File: config.mk
export PLATFORM = sky130hd
export DESIGN_NAME = estado_supervisor
export DESIGN_NICKNAME = d
export VERILOG_FILES = /design/src/rtl/estado_supervisor.sv
export SDC_FILE = /design/constraint.sdc
export NUM_CORES = 1
export LEC_CHECK = 0
export ABC_AREA = 1
export BUFFER_PORTS_ARGS = -buffer_cell sky130_fd_sc_hd__clkbuf_2
export CAP_MARGIN = 20
export CORE_UTILIZATION = 45
export DETAILED_ROUTE_END_ITERATION = 8
export PLACE_DENSITY = 0.64
export SLEW_MARGIN = 20
export SYNTH_ARGS = -nofsm -noshare
export SYNTH_HDL_FRONTEND = slang
export SYNTH_SLANG_ARGS = --single-unit
File: constraint.sdc
create_clock -name iClk -period 1.9 [get_ports iClk]
set_input_delay 0.38 -clock iClk [delete_from_list [all_inputs] [get_ports iClk]]
set_output_delay 0.38 -clock iClk [all_outputs]
set_load 0.05 [all_outputs]
File: src/rtl/estado_supervisor.sv
// Initiator-side supervisor for a 4-state cyclic target machine: drives restart/pause
// for a commanded run length, checks every observed step against 0->1->2->3->0 and counts laps.
module estado_supervisor #(
    parameter int CNT_W      = 8,
    parameter int RST_CYCLES = 2
) (
    input  logic             iClk,
    input  logic             iRestart,
    input  logic             iStart,
    input  logic             iPauseReq,
    input  logic [CNT_W-1:0] iRunLen,
    input  logic [1:0]       iValorEstado,
    output logic             oRestart,
    output logic             oPause,
    output logic             oBusy,
    output logic             oDone,
    output logic             oError,
    output logic [CNT_W-1:0] oLaps,
    output logic [CNT_W-1:0] oRemaining
);

    localparam int RC_W = $clog2(RST_CYCLES + 1);

    typedef enum logic [2:0] {
        S_IDLE      = 3'd0,
        S_RESET_TGT = 3'd1,
        S_RUN       = 3'd2,
        S_PAUSED    = 3'd3,
        S_DONE      = 3'd4,
        S_FAULT     = 3'd5
    } state_t;

    state_t          state_r;
    state_t          nxt_state_s;
    logic [RC_W-1:0] rst_cnt_r;
    logic [1:0]      prev_state_r;
    logic            prev_restart_r;
    logic            prev_pause_r;
    logic            chk_pend_r;
    logic            chk_on_r;
    logic [1:0]      expect_s;
    logic            checked_s;
    logic            start_ok_s;
    logic            mismatch_s;
    logic            lap_s;

    // Predict the target state from what it was shown last cycle and flag deviations.
    always_comb begin
        expect_s   = 2'd0;
        checked_s  = 1'b0;
        start_ok_s = 1'b0;
        if (prev_restart_r) begin
            expect_s = 2'd0;
        end else if (prev_pause_r) begin
            expect_s = prev_state_r;
        end else begin
            expect_s = prev_state_r + 2'd1;
        end
        case (state_r)
            S_RESET_TGT, S_RUN, S_PAUSED, S_DONE: checked_s = 1'b1;
            default:                              checked_s = 1'b0;
        endcase
        case (state_r)
            S_IDLE, S_DONE, S_FAULT: start_ok_s = iStart;
            default:                 start_ok_s = 1'b0;
        endcase
        mismatch_s = chk_on_r & checked_s & (iValorEstado != expect_s);
        lap_s      = ~prev_pause_r & ~prev_restart_r & (prev_state_r == 2'd3) &
                     (iValorEstado == 2'd0) & (state_r != S_IDLE) & (state_r != S_FAULT);
    end

    // Next-state selection; a detected mismatch overrides every other transition.
    always_comb begin
        nxt_state_s = state_r;
        if (mismatch_s) begin
            nxt_state_s = S_FAULT;
        end else begin
            case (state_r)
                S_IDLE, S_DONE, S_FAULT: begin
                    if (start_ok_s) nxt_state_s = S_RESET_TGT;
                    else            nxt_state_s = state_r;
                end
                S_RESET_TGT: begin
                    if (rst_cnt_r == RC_W'(1)) begin
                        if (oRemaining == '0) nxt_state_s = S_DONE;
                        else                  nxt_state_s = S_RUN;
                    end else begin
                        nxt_state_s = S_RESET_TGT;
                    end
                end
                S_RUN: begin
                    if (oRemaining == CNT_W'(1)) nxt_state_s = S_DONE;
                    else if (iPauseReq)          nxt_state_s = S_PAUSED;
                    else                         nxt_state_s = S_RUN;
                end
                S_PAUSED: begin
                    if (iPauseReq) nxt_state_s = S_PAUSED;
                    else           nxt_state_s = S_RUN;
                end
                default: nxt_state_s = S_IDLE;
            endcase
        end
    end

    // State, history for the checker, counters and registered outputs.
    always_ff @(posedge iClk) begin
        if (iRestart) begin
            state_r        <= S_IDLE;
            rst_cnt_r      <= '0;
            prev_state_r   <= 2'd0;
            prev_restart_r <= 1'b0;
            prev_pause_r   <= 1'b1;
            chk_pend_r     <= 1'b0;
            chk_on_r       <= 1'b0;
            oRestart       <= 1'b0;
            oPause         <= 1'b1;
            oBusy          <= 1'b0;
            oDone          <= 1'b0;
            oError         <= 1'b0;
            oLaps          <= '0;
            oRemaining     <= '0;
        end else begin
            state_r        <= nxt_state_s;
            prev_state_r   <= iValorEstado;
            prev_restart_r <= oRestart;
            prev_pause_r   <= oPause;
            oRestart       <= (nxt_state_s == S_RESET_TGT);
            oPause         <= (nxt_state_s != S_RUN);
            oBusy          <= (nxt_state_s == S_RESET_TGT) || (nxt_state_s == S_RUN) ||
                              (nxt_state_s == S_PAUSED);
            oDone          <= (nxt_state_s == S_DONE);
            // The first cycle after leaving IDLE still sees pre-run history, so checking waits one more.
            if (state_r == S_IDLE) begin
                chk_pend_r <= start_ok_s;
                chk_on_r   <= 1'b0;
            end else begin
                chk_on_r   <= chk_pend_r;
            end
            if (mismatch_s) begin
                oError <= 1'b1;
            end else if (start_ok_s) begin
                oRemaining <= iRunLen;
                oLaps      <= '0;
                oError     <= 1'b0;
                rst_cnt_r  <= RC_W'(RST_CYCLES);
            end else begin
                if (state_r == S_RESET_TGT) rst_cnt_r  <= rst_cnt_r - RC_W'(1);
                if (state_r == S_RUN)       oRemaining <= oRemaining - CNT_W'(1);
                if (lap_s)                  oLaps      <= oLaps + CNT_W'(1);
            end
        end
    end

endmodule
* Yosys cells after proc, flatten, opt, wreduce, memory -nomap -nowiden
Cells that the tools add are included. Widths: inputs -> output; s select.
Word-level totals: flip-flop bits (word level) 32, word-level logic and storage cells 78
Operators by class: add/sub/neg operators 4, eq/ne operators 15, mux-type cells 19, bitwise operators 10, reduce and logical (&&, ||, !) cells 16
Operator list (number):
- $mux 8 | 4
- $mux 3 | 5
- $eq 3x2->1 const B | 4
- $pmux 3 s4 | 1
- $eq 3x3->1 const B | 3
- $add 8x1->8 const B | 1
- $eq 8x1->1 const B | 1
- $logic_not 8->1 | 1
- $mux 2 | 4
- $reduce_bool 2->1 | 4
- $sub 8x1->8 const B | 1
- $and 1x1->1 | 7
- $eq 3x1->1 const B | 2
- $reduce_and 2->1 | 3
- $mux 1 | 5
- $reduce_or 4->1 | 1
- $logic_not 3->1 | 1
- $ne 3x2->1 const B | 1
- $ne 3x3->1 const B | 1
- $not 1->1 | 3
- $reduce_bool 3->1 | 1
- $reduce_or 3->1 | 1
- $add 2x1->2 const B | 1
- $eq 2x1->1 const B | 1
- other kinds (6) | 7

* Longest topological paths before layout
Gate-level depths: netlist of run 1.
word-level depth 9, mapped depth 14, mapped depth without buffers 13

* Least setup slack after synthesis of run 1
OpenSTA, ideal clock, no wires.
kind register -> register, from reg oRemaining[0], to reg oPause, data arrival time 1.575 ns, data required time 1.780 ns, setup slack 0.205 ns, cell stages (with the launch flop) 10, buffers on the path 0, period minus slack after synthesis 1.695 ns, cell sequence dfxtp_1 -> inv_1 -> ha_1 -> nand2_1 -> nor2_1 -> nor2_1 -> a21oi_1 -> nand2b_1 -> nor2_1 -> nand2_1
Between the ends: cells in the longest elaborated chain, start to end 6, elaborated cells on any way between the ends 8, classes of those cells eq/ne: 2; mux: 5; reduce/logical: 1
RTL lines:
- start, declared | line 19 | output logic [CNT_W-1:0] oRemaining
- start signal, assigned | line 142 | oRemaining <= iRunLen;
- start signal, assigned | line 148 | if (state_r == S_RUN) oRemaining <= oRemaining - CNT_W'(1);
- $logic_not 8->1 | line 85 | if (oRemaining == '0) nxt_state_s = S_DONE;
- $mux 3 | line 85
- $mux 3 | line 84 | if (rst_cnt_r == RC_W'(1)) begin
- $pmux 3 s4 * | line 78 | case (state_r)
- $mux 3 * | line 75 | if (mismatch_s) begin
- $ne 3x2->1 * | line 128 | oPause <= (nxt_state_s != S_RUN);
- end signal, assigned | line 128
- end, declared | line 14 | output logic oPause,
Every way passes the cells marked *; elsewhere a longest branch is shown, timed or not. A chain may end at the register's enable or synchronous reset.

* Worst setup path in the final report of run 1
from reg prev_state_r[0], to reg oLaps[4]
Between the ends: cells in the longest elaborated chain, start to end 7, elaborated cells on any way between the ends 13, classes of those cells add/sub: 1; eq/ne: 2; mux: 2; bitwise: 6; reduce/logical: 2
RTL lines:
- start, declared | line 36 | logic [1:0] prev_state_r;
- start signal, assigned | line 124 | prev_state_r <= iValorEstado;
- $add 2x1->2 or $eq 2x2->1 (tied branches) | line 57, 68
- $mux 2 or $and 1x1->1 (tied branches) | line 54, 68
- $mux 2 or $and 1x1->1 (tied branches) | line 52, 68
- $ne 2x2->1 or $and 1x1->1 (tied branches) | line 67, 69
- $and 1x1->1, on equally long branches | line 67, 69
- $not 1->1 (no source line) or $reduce_bool 2->1 (tied branches)
- $reduce_and 2->1 (no source line) *
- end signal, assigned | line 149 | if (lap_s) oLaps <= oLaps + CNT_W'(1);
- end, declared | line 18 | output logic [CNT_W-1:0] oLaps,
Marks and branches as above.

==> flow_results.org, run 1 <==
** Clock network
- Count of instances resized after the clock tree is built :: 0
- The tree is rooted in a sky130_fd_sc_hd__clkbuf_8.
- Worst-path clk slew :: 0.06 ns
- TritonCTS built the clock tree.
- The tree built by TritonCTS fans out to 32 sinks.
- Htree depth :: 2
- Once the clock tree was built, the setup fixing pass inserted 0 buffers.
- Buffers inserted to repair hold after CTS numbered 0.
- TritonCTS created 5 clock buffers.
- The clock passes through at most 2 buffers.
- At the later pin of the worst-skew pair, clock insertion delay measures 0.29 ns.

** Place
- Number of port buffers :: 34
- Worst slack at placement :: 0.246 ns
- Routability congestion estimate :: 0.740
- HPWL reported at the end of detailed placement :: 2.99 mm

** Critical path
- Max FO, Critical Path :: 18
- Worst R2R Path Depth :: 13
- STA classifies the critical path endpoint as a flip-flop.
- FF-to-FF setup slack :: 0.25 ns
- Startpoint class of the critical path :: flip-flop
- STA puts the critical path data arrival time at 1.87 ns.
- For the worst setup path, the data required time is 2.12 ns.
- Source of the worst register-to-register timing path :: prev_state_r[0]$_SDFF_PP0_
- Type of the worst setup path :: reg2reg
- Reg-to-reg critical path endpoint :: oLaps[4]$_SDFFE_PP0P_

** Drt
- Vias per std cell :: 4.73
- Final ANT Viol Nets :: 0
- Starting DRC count in detailed routing :: 52
- DRC viols :: 0
- Vias post-DR :: 1,816
- Final wirelength :: 4.11 mm
- In the final routed layout, each cell accounts on average for 10.7 um.
- Count of TritonRoute iterations in the first routing pass :: 4

** Floorplanning
- Die outline height :: 67.1 um
- Site row count :: 23
- Once the floorplan was initialized, standard cells occupied 47.4% of the core.
- Die footprint :: 4500 um2
- From left edge to right edge, the die measures 67.1 um.
- Boundary pin count :: 35
- The core region is 4030 um2.

** STA
- Final Hold Fails :: 0
- Crit share post-route :: 86.7%
- The final max-slew violation count came to 0.
- Setup repair after global routing left no endpoint under its margin.
- The worst pin sits at a relative slew slack of 79.1%.
- Post-route clock skew :: 0.00458 ns
- Measured slew at the worst slew-check pin :: 0.314 ns
- Final setup viols :: 0
- Maximum frequency from static timing analysis :: 0.607 GHz
- The worst path needs 1.65 ns of the cycle, external delays included.
- Setup_tns :: 0 ns
- Setup slack after layout :: 0.252 ns

** Final layout
- The sequential cells in the finished layout cover a total of 641 um2.
- Filler cell count :: 429
- The multi-input combinational cells in the finished layout cover a total of 1050 um2.
- Post-synthesis to final-layout area growth :: 15.8%
- Layout cells sized above 1 :: 19.2%
- Number of nets in the finished design :: 353
- Antenna diode count :: 0
- The library cell used most frequently in the layout, excluding fill and tap cells, is sky130_fd_sc_hd__nand2_1.
- Top library cells by usage in the layout, fill and taps aside :: sky130_fd_sc_hd__nand2_1, sky130_fd_sc_hd__inv_1, sky130_fd_sc_hd__clkbuf_2, sky130_fd_sc_hd__nor2_1, sky130_fd_sc_hd__dfxtp_1

** Synthesis
- Post-Synthesis Net Count :: 315
- After technology mapping, the gate count stands at 295.
- Yosys printed 0 warnings.
- The synthesized design contains 0 enable-type register cells.
- Fraction of post-synthesis cell area in the top cell type by area :: 33.6%
- Async S/R FF share, synth :: 0%
- The mapped netlist covers 1910 um2.
- In this run, synthesis produced a sequential element count of 32.
- Synth unique cells :: 27
- Cells taking the most area after synthesis :: sky130_fd_sc_hd__dfxtp_1, sky130_fd_sc_hd__nand2_1, sky130_fd_sc_hd__nand3_1
- Mean instance size in the synthesized netlist :: 6.47 um2
- In the synthesized netlist the dominant register cell turns out to be sky130_fd_sc_hd__dfxtp_1.
- Cell taking the most area after synthesis :: sky130_fd_sc_hd__dfxtp_1
- For this run, the register share of the synthesized area comes to 33.6%.

** Global routing
- Pin count of the biggest net entering global routing :: 19
- The first global-routing pass estimated 6.76 mm of wire.
- Number of global-route vias before repair :: 1,578
- Final global-route overflow total :: 0
- The initial antenna violation count was 0.
- Overall global routing resource usage :: 20.2%

** Outcome
- The run finished with clean final reports.

** Run
- Maximum capacitance violations :: 0

** Worst hold path
- In this run the most critical hold path is launched from iValorEstado[0].
- For hold timing, the worst endpoint is prev_state_r[0]$_SDFF_PP0_.
- Counting instances, the worst hold path has a depth of 3.
- The min-delay analysis places its worst path in the category in2reg.

** Power
- Areal power density over the cells :: 871 nW/um2
- Leakage dissipation :: 1.11 nW
- Max VDD drop :: 524 uV
-- metrics by stage --
| stage | total power [W] | std cells | hold WS, ns | utilization, % | area, um2 |
|---|---|---|---|---|---|
| after floorplan | 0.00127 | 295 | 0.425 | - | 1910 |
| after global placement | 0.00140 | 376 | 0.413 | 52.6 | 2120 |
| after detailed placement | 0.00140 | 376 | 0.414 | 52.6 | 2120 |
| after CTS | 0.00195 | 384 | 0.339 | 54.8 | 2210 |
| after global routing | 0.00206 | 384 | 0.355 | 54.8 | 2210 |
| final | 0.00192 | 384 | 0.345 | 54.8 | 2210 |
-- how the worst max path moves through the flow --
stage                     slack, ns  cells after the start                       start                    endpoint
final                          0.25                     13  prev_state_r[0]$_SDFF_PP0_       oLaps[4]$_SDFFE_PP0P_
after global placement         0.30                     13  prev_state_r[0]$_SDFF_PP0_  oRemaining[1]$_SDFFE_PP0P_
after global routing           0.05                     13  prev_state_r[0]$_SDFF_PP0_  oRemaining[6]$_SDFFE_PP0P_
after CTS                      0.24                     14  prev_state_r[0]$_SDFF_PP0_  oRemaining[5]$_SDFFE_PP0P_
after detailed placement       0.25                     14  prev_state_r[0]$_SDFF_PP0_  oRemaining[5]$_SDFFE_PP0P_
after floorplan                0.21                      9  oRemaining[0]$_SDFFE_PP0P_           oPause$_SDFF_PP1_
-- cell type report --
class	instances	area share [%]
multi-input combinational	214	47.7
sequential	32	29.0
timing repair buffer	39	9.40
inverter	41	6.96
clock buffer	8	4.08
tap	50	2.83
-- critical path, stage by stage, from the launching register on --
cell and delay, ns:
sky130_fd_sc_hd__dfxtp_1 0.33, sky130_fd_sc_hd__ha_1 0.31, sky130_fd_sc_hd__inv_1 0.06, sky130_fd_sc_hd__nand2_1 0.05
sky130_fd_sc_hd__nand3_1 0.06, sky130_fd_sc_hd__nand2_1 0.05, sky130_fd_sc_hd__nand2_1 0.05, sky130_fd_sc_hd__clkinv_1 0.05
sky130_fd_sc_hd__nand2_1 0.06, sky130_fd_sc_hd__nand2_2 0.05, sky130_fd_sc_hd__buf_4 0.20, sky130_fd_sc_hd__nand2_2 0.13
sky130_fd_sc_hd__nand2_1 0.06, sky130_fd_sc_hd__a21oi_1 0.12
-- kinds of logic after synthesis --
kind of cell	count (synthesis)	synth area share [%]
and+or+nand+nor	164	38.3
buffers and inverters	49	11.1
AOI/OAI and AO/OA	39	10.8
DFF	32	33.6
adders and majority gates	6	3.93
xor gates and xnor gates	5	2.30
-- state kept, by name (all words and copies together) (netlist names), 2 cells and up --
signal	flops
oLaps	8
prev_state_r	2
oRemaining	8
rst_cnt_r	2
state_r	3
-- power breakdown --
group	internal, W	switching (W)	total [W]
Clock	0.000295	0.000247	0.000542
Sequential	0.000725	0.0000507	0.000776
Combinational	0.000193	0.000413	0.000607
Total	0.00121	0.000711	0.00192
-- metal layers --
metal,vias to the layer above,part of all wire (%),track usage [%]
li1,1002,-,-
met1,781,49,24.3
met2,26,46,33.8
met3,7,2.9,4.11
met4,0,1.9,10.4
met5,-,0,0
-- Yosys cell counts (all sizes together) (3+ instances only) --
cell type / instances
nand2: 84
o21ai: 14
nor2: 34
xor2: 3
or2: 4
ha: 6
dfxtp: 32
buf: 6
a21oi: 24
nand3: 35
inv: 40
nand4: 5
Power figures use the tool's default switching activity.
==> run 2, diff against run 1 <==
--- a/config.mk
+++ b/config.mk
@@ -8,6 +8,7 @@
 export ABC_AREA = 1
 export BUFFER_PORTS_ARGS = -buffer_cell sky130_fd_sc_hd__clkbuf_2
 export CAP_MARGIN = 20
+export CORE_ASPECT_RATIO = 0.7
 export CORE_UTILIZATION = 45
 export DETAILED_ROUTE_END_ITERATION = 8
 export PLACE_DENSITY = 0.64
==> run 2 against run 1 <==
- cell count is 0.26% higher
- routed wire length is 8.4% higher
- critical path depth rose by 1
- clock skew shrank 0.0016 ns
- hold slack got worse by 0.0022 ns
- die area about the same
- global-route usage is 1.9 points higher
- critical path type unchanged
- clock power up 4.8%
==> flow_results.org, run 2 (synthesized netlist as in run 1, its figures left out) <==
** Outcome
- Result of the run :: finished clean

** Worst hold path
- HP Start :: iRestart
- For hold timing, the worst endpoint is prev_pause_r$_SDFF_PP1_.
- The path class of the tightest hold or removal check is in2reg.
- The count of cells along the worst hold path was 2 (-1).

** Critical path
- WP data arrival :: 1.82 ns (-0.05 ns)
- Reg-to-reg critical path endpoint :: oRemaining[5]$_SDFFE_PP0P_
- The number of cells on the worst reg-to-reg path was 14 (+1).
- The worst setup path is launched from a flip-flop.
- Required @ worst endpoint :: 2.08 ns (-0.04 ns)
- Nature of the critical path endpoint :: flip-flop
- Source of the worst register-to-register timing path :: prev_state_r[0]$_SDFF_PP0_
- Max FO, Critical Path :: 18 (unchanged)
- Type of the worst setup path :: reg2reg
- FF-to-FF setup slack :: 0.25 ns (about the same)

** Floorplanning
- The area of the core came to 3990 um2 (-0.87%).
- The die footprint is 4510 um2 (about the same).
- The number of cell rows is 19 (-17%).
- Starting density of the core :: 47.8% (+0.42 points)
- The width of the chip came to 79.8 um (+19%).
- Boundary pin count :: 35 (unchanged)
- The chip height came to 56.5 um (-16%).

** Clock network
- The number of H-tree levels was 2 (unchanged).
- The post-cts hold buffer count came to 0 (unchanged).
- TritonCTS buffer count :: 5 (unchanged)
- Worst-path clk slew :: 0.06 ns (about the same)
- Post-CTS setup buffers :: 0 (unchanged)
- CTS tree :: done
- Clock latency on the worst-skew pair :: 0.28 ns (about the same)
- The post-CTS resize count was 0 (unchanged).
- Clock root buffer :: sky130_fd_sc_hd__clkbuf_8
- The number of sinks on the clock net was 32 (unchanged).
- Buffer depth of the longest clock path :: 2 (unchanged)

** Drt
- Final ANT Viol Nets :: 0 (unchanged)
- Count of TritonRoute iterations in the first routing pass :: 4 (unchanged)
- Vias per std cell :: 4.86 (+2.8%)
- The met3 layer wire length in the routed design came to 279 um (+130%).
- Final wirelength :: 4.45 mm (+8.4%)
- The amount of wire on met2 after detailed routing is 1.73 mm (-8.2%).
- Vias post-DR :: 1,872 (+3.1%)
- Post-Route M1 WL :: 2.39 mm (+19%)
- Starting DRC count in detailed routing :: 103 (+98%)
- The highest metal layer carrying signal wires in the routed design is met4.
- DR WL/cell :: 11.6 um (+8.1%)
- DRC viols :: 0 (unchanged)

** STA
- The transition time at the pin with the least slew margin is 0.280 ns (-0.0336 ns).
- Maximum frequency from static timing analysis :: 0.608 GHz (+0.18%)
- The worst setup skew after layout was 0.00297 ns (-0.00162 ns).
- Final Hold Fails :: 0 (unchanged)
- The smallest setup slack after layout is 0.255 ns (+0.00296 ns).
- The headroom to the max-slew limit is 81.3% (+2.2 points).
- The final clock period utilization by the worst path came to 86.6% (-0.16 points).
- The final-layout setup total negative slack is 0 ns (unchanged).
- Setup repair after global routing missed its margin :: no
- Final setup viols :: 0 (unchanged)
- Post-route minimum period :: 1.65 ns (-0.00296 ns)
- Pins over their slew limit :: 0 (unchanged)

** Final layout
- Layout cells sized above 1 :: 19.5% (+0.36 points)
- The top cell types in the final layout, fill and taps aside, are sky130_fd_sc_hd__nand2_1, sky130_fd_sc_hd__inv_1, sky130_fd_sc_hd__clkbuf_2, sky130_fd_sc_hd__nor2_1, sky130_fd_sc_hd__dfxtp_1.
- Compared with the post-synthesis result, the final layout area differs by 16.9%.
- Antenna diode count :: 0 (unchanged)
- Leaving out fill and tap cells, the most frequent cell in the layout is sky130_fd_sc_hd__nand2_1.
- The total area of sequential cells came to 641 um2 (unchanged).
- The number of fillers in the final layout was 409 (-4.7%).
- Largest registers in the final layout :: oLaps x8, oRemaining x8, state_r x3
- Number of nets in the finished design :: 353 (unchanged)
- Footprint of the multi-input gates :: 1050 um2 (unchanged)

** Power
- Switching Fraction :: 37.0% (+0.052 points)
- The static power due to leakage was 1.12 nW (+1.0%).
- The power per cell area came to 884 nW/um2 (+1.5%).
- Fraction of power consumed by sequential logic :: 39.4% (-0.9 points)
- The combinational power share came to 31.8% (+0.3 points).
- The peak supply drop came to 401 uV (-23%).
- The share of power burned in the clock network is 28.8% (+0.6 points).
- Reported net switching power :: 0.000730 W (+2.7%)
- The internal power summed over all cells is 0.00124 W (+2.4%).

** Place
- The worst setup timing slack at the placement stage came to 0.265 ns (+0.0187 ns).
- HPWL reported at the end of detailed placement :: 3.28 mm (+9.6%)
- Number of port buffers :: 34 (unchanged)
- Routability congestion estimate :: 0.863 (+17%)

** Global routing
- Overall global routing resource usage :: 22.2% (+1.9 points)
- The number of global-route vias before repair came to 1,636 (+3.7%).
- Number of antenna violations at the first check in global routing :: 0 (unchanged)
- Final global-route overflow total :: 0 (unchanged)
- The largest net degree at the start of global routing came to 22 (+3).
- The first-pass GRT wire length is 7.60 mm (+12%).

** Run
- The max-cap check violation count came to 0 (unchanged).
## run 2: cell count changes in the layout (fill, tap and decap cells not counted), sizes merged
cell,delta
clkbuf,-1
## run 2: metrics by stage
| stage | cells | hold slack, ns | utilization [%] | total power [W] | area [um2] |
|---|---|---|---|---|---|
| floorplan | 295 | 0.425 | - | 0.00127 | 1910 |
| detailed placement | 378 | 0.416 | 53.4 | 0.00141 | 2130 |
| CTS | 385 | 0.334 | 55.9 | 0.00199 | 2230 |
| finish | 385 | 0.343 | 55.9 | 0.00197 | 2230 |
| global placement | 378 | 0.420 | 53.4 | 0.00141 | 2130 |
| global route | 385 | 0.335 | 55.9 | 0.00211 | 2230 |
## run 2: area by class of cell
cell class / instances / share of cell area (%)
clock buffer: 7 / 4.32
inverter: 41 / 6.90
multi-input combinational: 214 / 47.3
sequential: 32 / 28.7
tap: 52 / 2.92
timing repair buffer: 39 / 9.87
## run 2: worst max-delay path, cell delays in order (launching register included)
cell,delay (ns)
sky130_fd_sc_hd__dfxtp_1,0.32
sky130_fd_sc_hd__ha_1,0.31
sky130_fd_sc_hd__inv_1,0.06
sky130_fd_sc_hd__nand2_1,0.05
sky130_fd_sc_hd__nand3_1,0.06
sky130_fd_sc_hd__nand2_1,0.05
sky130_fd_sc_hd__nand2_1,0.05
sky130_fd_sc_hd__clkinv_1,0.05
sky130_fd_sc_hd__nand2_1,0.06
sky130_fd_sc_hd__nand2_2,0.07
sky130_fd_sc_hd__buf_12,0.16
sky130_fd_sc_hd__nand2_2,0.13
sky130_fd_sc_hd__nand2_1,0.07
sky130_fd_sc_hd__nand2_1,0.06
sky130_fd_sc_hd__nor2_1,0.04
## run 2: power groups by stage
| stage | Sequential [W] | Clock, W | Combinational [W] |
|---|---|---|---|
| global route | 0.000785 | 0.000616 | 0.000705 |
| detailed placement | 0.000791 | 0 | 0.000622 |
| floorplan | 0.000907 | 0 | 0.000364 |
| CTS | 0.000776 | 0.000583 | 0.000626 |
| global placement | 0.000793 | 0 | 0.000619 |
| finish | 0.000777 | 0.000568 | 0.000628 |
## run 2: metal layers
layer  vias up  track usage, %
met5         -               0
met4         0            6.89
met3         7            5.37
met2        44            31.4
met1       818            32.7
li1       1003               -
## run 2: worst max-delay path by stage
stage / startpoint / to / slack, ns
floorplan: oRemaining[0]$_SDFFE_PP0P_ / oPause$_SDFF_PP1_ / 0.21
global placement: prev_state_r[0]$_SDFF_PP0_ / oRemaining[1]$_SDFFE_PP0P_ / 0.30
detailed placement: prev_state_r[0]$_SDFF_PP0_ / oRemaining[5]$_SDFFE_PP0P_ / 0.26
CTS: prev_state_r[0]$_SDFF_PP0_ / oRemaining[4]$_SDFFE_PP0P_ / 0.25
global route: prev_state_r[0]$_SDFF_PP0_ / oRemaining[4]$_SDFFE_PP0P_ / 0.06
finish: prev_state_r[0]$_SDFF_PP0_ / oRemaining[5]$_SDFFE_PP0P_ / 0.25
==> run 3, diff against run 2 <==
--- a/config.mk
+++ b/config.mk
@@ -5,7 +5,6 @@
 export SDC_FILE = /design/constraint.sdc
 export NUM_CORES = 1
 export LEC_CHECK = 0
-export ABC_AREA = 1
 export BUFFER_PORTS_ARGS = -buffer_cell sky130_fd_sc_hd__clkbuf_2
 export CAP_MARGIN = 20
 export CORE_ASPECT_RATIO = 0.7
==> run 3 against run 2 <==
- the flow now finishes with violations (setup timing)
- sequential power is 2% lower
- flip-flop and latch count stayed put
- core utilization is 15 points higher
- cell count is 14% lower
- synthesized area is 7.8% lower
- final area is 15% higher
- combinational power is 8.0% lower
- fmax is 25% lower
- die area is 7.6% lower
- register-to-register slack worse by 0.56 ns
- clock power is 27% higher
- largest cell class unchanged
==> flow_results.org, run 3 <==
** Outcome
- The flow ran to the end, but the final reports show violations.
- Failing checks :: setup timing

** Place
- The total instance count after detailed placement is 317 (-16%).
- The count of input and output buffers came to 34 (unchanged).
- The sum of net half-perimeters after detailed placement was 3.13 mm (-4.5%).
- The final weighted congestion in routability-driven placement came to 0.802 (-7.0%).
- Worst slack at placement :: -0.281 ns (-0.545 ns)

** Clock network
- Htree depth :: 2 (unchanged)
- Cts hold-fix bufs :: 0 (unchanged)
- Number of clock sinks :: 32 (unchanged)
- Buffer depth of the longest clock path :: 2 (unchanged)
- The root buffer cell chosen for the clock tree is sky130_fd_sc_hd__clkbuf_8.
- TritonCTS built the clock tree.
- Worst-path clk slew :: 0.07 ns (about the same)
- TritonCTS buffer count :: 5 (unchanged)
- Clock latency on the worst-skew pair :: 0.29 ns (about the same)

** STA
- The headroom to the max-slew limit was 60.1% (-21 points).
- Setup repair after global routing could not meet its margin everywhere.
- The count of final setup violators came to 18 (+18).
- The highest clock rate was 0.454 GHz (-25%).
- Crit share post-route :: 116% (+29 points)
- The transition time at the pin with the least slew margin is 0.596 ns (+0.316 ns).
- The worst setup skew after layout came to 0.00577 ns (+0.00281 ns).
- The smallest setup slack after layout came to -0.301 ns (-0.556 ns).
- Post-route minimum period :: 2.20 ns (+0.556 ns)
- Final Hold Fails :: 0 (unchanged)
- The final max-slew violation count is 0 (unchanged).

** Synthesis
- After synthesis, the largest family of logic cells by area is simple AND/OR/NAND/NOR gates.
- The synthesized-area fraction occupied by ao, oa, aoi and oai cells was 25.4% (+15 points).
- Area share of and/or/nand/nor cells after synthesis :: 27.1% (-11 points)
- Synthesized-area fraction occupied by adder cells :: 4.27% (+0.33 points)
- The sequential cell area fraction in the yosys report was 36.4% (+2.8 points).
- For this run, the leading register cell type out of synthesis is sky130_fd_sc_hd__dfxtp_1.
- Most frequent cells after synthesis :: sky130_fd_sc_hd__dfxtp_1, sky130_fd_sc_hd__nor2_1, sky130_fd_sc_hd__a21oi_1, sky130_fd_sc_hd__nand2_1, sky130_fd_sc_hd__o21ai_0
- Mean instance size in the synthesized netlist :: 8.18 um2 (+27%)
- Cell taking the most area after synthesis :: sky130_fd_sc_hd__dfxtp_1
- Among all cell types in the netlist, the one instantiated most often is sky130_fd_sc_hd__dfxtp_1.
- The area of the mapped netlist came to 1760 um2 (-7.8%).
- Multiplexer share of the synthesized area :: 1.14% (+1.1 points)
- In the post-synthesis netlist, the biggest area contributors are sky130_fd_sc_hd__dfxtp_1, sky130_fd_sc_hd__a21oi_1, sky130_fd_sc_hd__ha_1.
- #FFs+latches synth :: 32 (unchanged)
- The number of unique standard cell types used by synthesis was 47 (+74%).
- The number of cells produced by synthesis came to 215 (-27%).
- Async S/R FF share, synth :: 0% (unchanged)
- Fraction of post-synthesis cell area in the top cell type by area :: 36.4% (+2.8 points)
- The number of warnings printed during yosys synthesis is 0 (unchanged).
- Post-Synthesis Net Count :: 235 (-25%)
- Post-synthesis xor/xnor area fraction :: 0.996% (-1.3 points)
- Count of flip-flops with a built-in enable after synthesis :: 0 (unchanged)

** Critical path
- Source of the worst register-to-register timing path :: prev_state_r[1]$_SDFF_PP0_
- Startpoint class of the critical path :: flip-flop
- Required @ worst endpoint :: 2.07 ns (about the same)
- FF-to-FF setup slack :: -0.30 ns (-0.56 ns)
- Max FO, Critical Path :: 4 (-14)
- Nature of the critical path endpoint :: flip-flop
- Reg-to-reg critical path endpoint :: oPause$_SDFF_PP1_
- The arrival time of the worst setup path came to 2.37 ns (+0.55 ns).
- The worst setup path is of the reg2reg kind.
- Worst R2R Path Depth :: 6 (-8)

** Global routing
- The global-route congestion overflow total came to 0 (unchanged).
- The initial antenna violation count came to 0 (unchanged).
- First-pass GRT wire length :: 7.47 mm (-1.7%)
- Overall global routing resource usage :: 23.3% (+1.1 points)
- Pin count of the biggest net entering global routing :: 38 (+73%)
- Number of global-route vias before repair :: 1,643 (+0.43%)

** Floorplanning
- The number of cell rows is 18 (-1).
- The width of the chip was 76.7 um (-3.9%).
- Die outline height :: 54.3 um (-3.8%)
- Die footprint :: 4170 um2 (-7.6%)
- Starting density of the core :: 48.5% (+0.74 points)
- Boundary pin count :: 35 (unchanged)
- The area of the core was 3630 um2 (-9.2%).

** Worst hold path
- The path with the worst hold slack has its endpoint at oRemaining[1]$_SDFFE_PP0P_.
- Cells on Worst Hold Path :: 3 (+1)
- In this run the worst hold path is classified as in2reg.
- In this run the most critical hold path is launched from iRunLen[1].

** Final layout
- Most frequent standard cell in the layout excluding fill and tap cells :: sky130_fd_sc_hd__clkbuf_2
- The count of antenna diodes in the layout is 0 (unchanged).
- Largest registers in the final layout :: oLaps x8, oRemaining x8, state_r x3
- The number of cells in the finished layout apart from fillers came to 333 (-14%).
- The number of fillers in the final layout came to 298 (-27%).
- Number of nets in the finished design :: 302 (-14%)
- The ratio of cells with drive above 1 in the final layout is 42.4% (+23 points).
- Post-synthesis to final-layout area growth :: 45.9%
- In the layout the commonest cells are sky130_fd_sc_hd__clkbuf_2, sky130_fd_sc_hd__buf_4, sky130_fd_sc_hd__dfxtp_1, sky130_fd_sc_hd__nor2_1, sky130_fd_sc_hd__nand2_1.

** Drt
- Vias per std cell :: 5.52 (+14%)
- Final wirelength :: 4.59 mm (+3.1%)
- The total DRC errors in the routed layout came to 0 (unchanged).
- The antenna violation net count after detailed routing was 0 (unchanged).
- Count of TritonRoute iterations in the first routing pass :: 4 (unchanged)
- DR WL/cell :: 13.8 um (+19%)
- The vias after detailed routing was 1,838 (-1.8%).
- Starting DRC count in detailed routing :: 111 (+7.8%)

** Run
- Maximum capacitance violations :: 0 (unchanged)

** Power
- The peak supply drop was 572 uV (+42%).
- Leakage dissipation :: 1.06 nW (-5.7%)
- Areal power density over the cells :: 802 nW/um2 (-9.3%)
-- run 3: worst max path at each step --
stage                                     startpoint                end  slack [ns]  depth (start not counted)
after global routing      prev_state_r[1]$_SDFF_PP0_  oPause$_SDFF_PP1_       -0.34                          6
final                     prev_state_r[1]$_SDFF_PP0_  oPause$_SDFF_PP1_       -0.30                          6
after global placement    prev_state_r[0]$_SDFF_PP0_  oPause$_SDFF_PP1_       -0.21                          6
after floorplan           prev_state_r[0]$_SDFF_PP0_  oPause$_SDFF_PP1_       -0.16                          6
after detailed placement  prev_state_r[0]$_SDFF_PP0_  oPause$_SDFF_PP1_       -0.28                          6
after CTS                 prev_state_r[0]$_SDFF_PP0_  oPause$_SDFF_PP1_       -0.28                          6
-- run 3: area by class of cell --
class | instances | area [um2] | area share, %
Timing Repair Buffer | 74 | 504 | 19.6
Multi-Input combinational cell | 163 | 1200 | 46.8
Clock inverter | 1 | 30.0 | 1.17
Clock buffer | 7 | 96.3 | 3.75
Tap cell | 50 | 62.6 | 2.44
Inverter | 6 | 22.5 | 0.878
Sequential cell | 32 | 649 | 25.3
-- run 3: logic make-up (layout without fill, tap and decap cells) --
kind of cell,count (synthesis),after routing
mux,2,2
fa+ha+maj,6,6
compound gates,64,64
buf+inv,20,88
xor+xnor,2,2
simple gates,89,89
flops,32,32
-- run 3: repair_timing --
item                                    in CTS  in global routing
endpoints found under the setup margin      19                 26
gates cloned                                 1                  0
resized for setup                           34                 22
pin swaps                                   21                  8
setup buffers                                5                  7
-- run 3: critical path, cell delays in order, from the launching register on --
cell and delay (ns):
sky130_fd_sc_hd__dfxtp_4 0.35, sky130_fd_sc_hd__ha_4 0.27, sky130_fd_sc_hd__mux2i_4 0.06, sky130_fd_sc_hd__o21a_1 0.18, sky130_fd_sc_hd__o41a_1 0.48, sky130_fd_sc_hd__or3_4 0.39
sky130_fd_sc_hd__or3b_1 0.35
-- run 3: metrics by stage --
step	TNS, ns	power [W]	utilization, %	hold WS (ns)	instance area (um2)
after floorplan	-0.331	0.00112	-	0.452	1760
after detailed placement	-2.37	0.00128	60.1	0.435	2180
after CTS	-2.38	0.00204	67.8	0.319	2460
after global placement	-1.55	0.00128	60.1	0.429	2180
after global routing	-3.05	0.00217	70.8	0.345	2570
final	-1.73	0.00206	70.8	0.326	2570
-- run 3: per-layer routing --
metal  routed length, um  GRT usage (%)
met3                 216           5.33
met4                  44           7.37
met5                   0              0
met2                1960           36.0
met1                2360           32.4
-- run 3: power breakdown --
part,switching [W],internal [W]
sequential,0.0000454,0.000717
combinational,0.000346,0.000232
clock,0.000257,0.000463
total,0.000648,0.00141
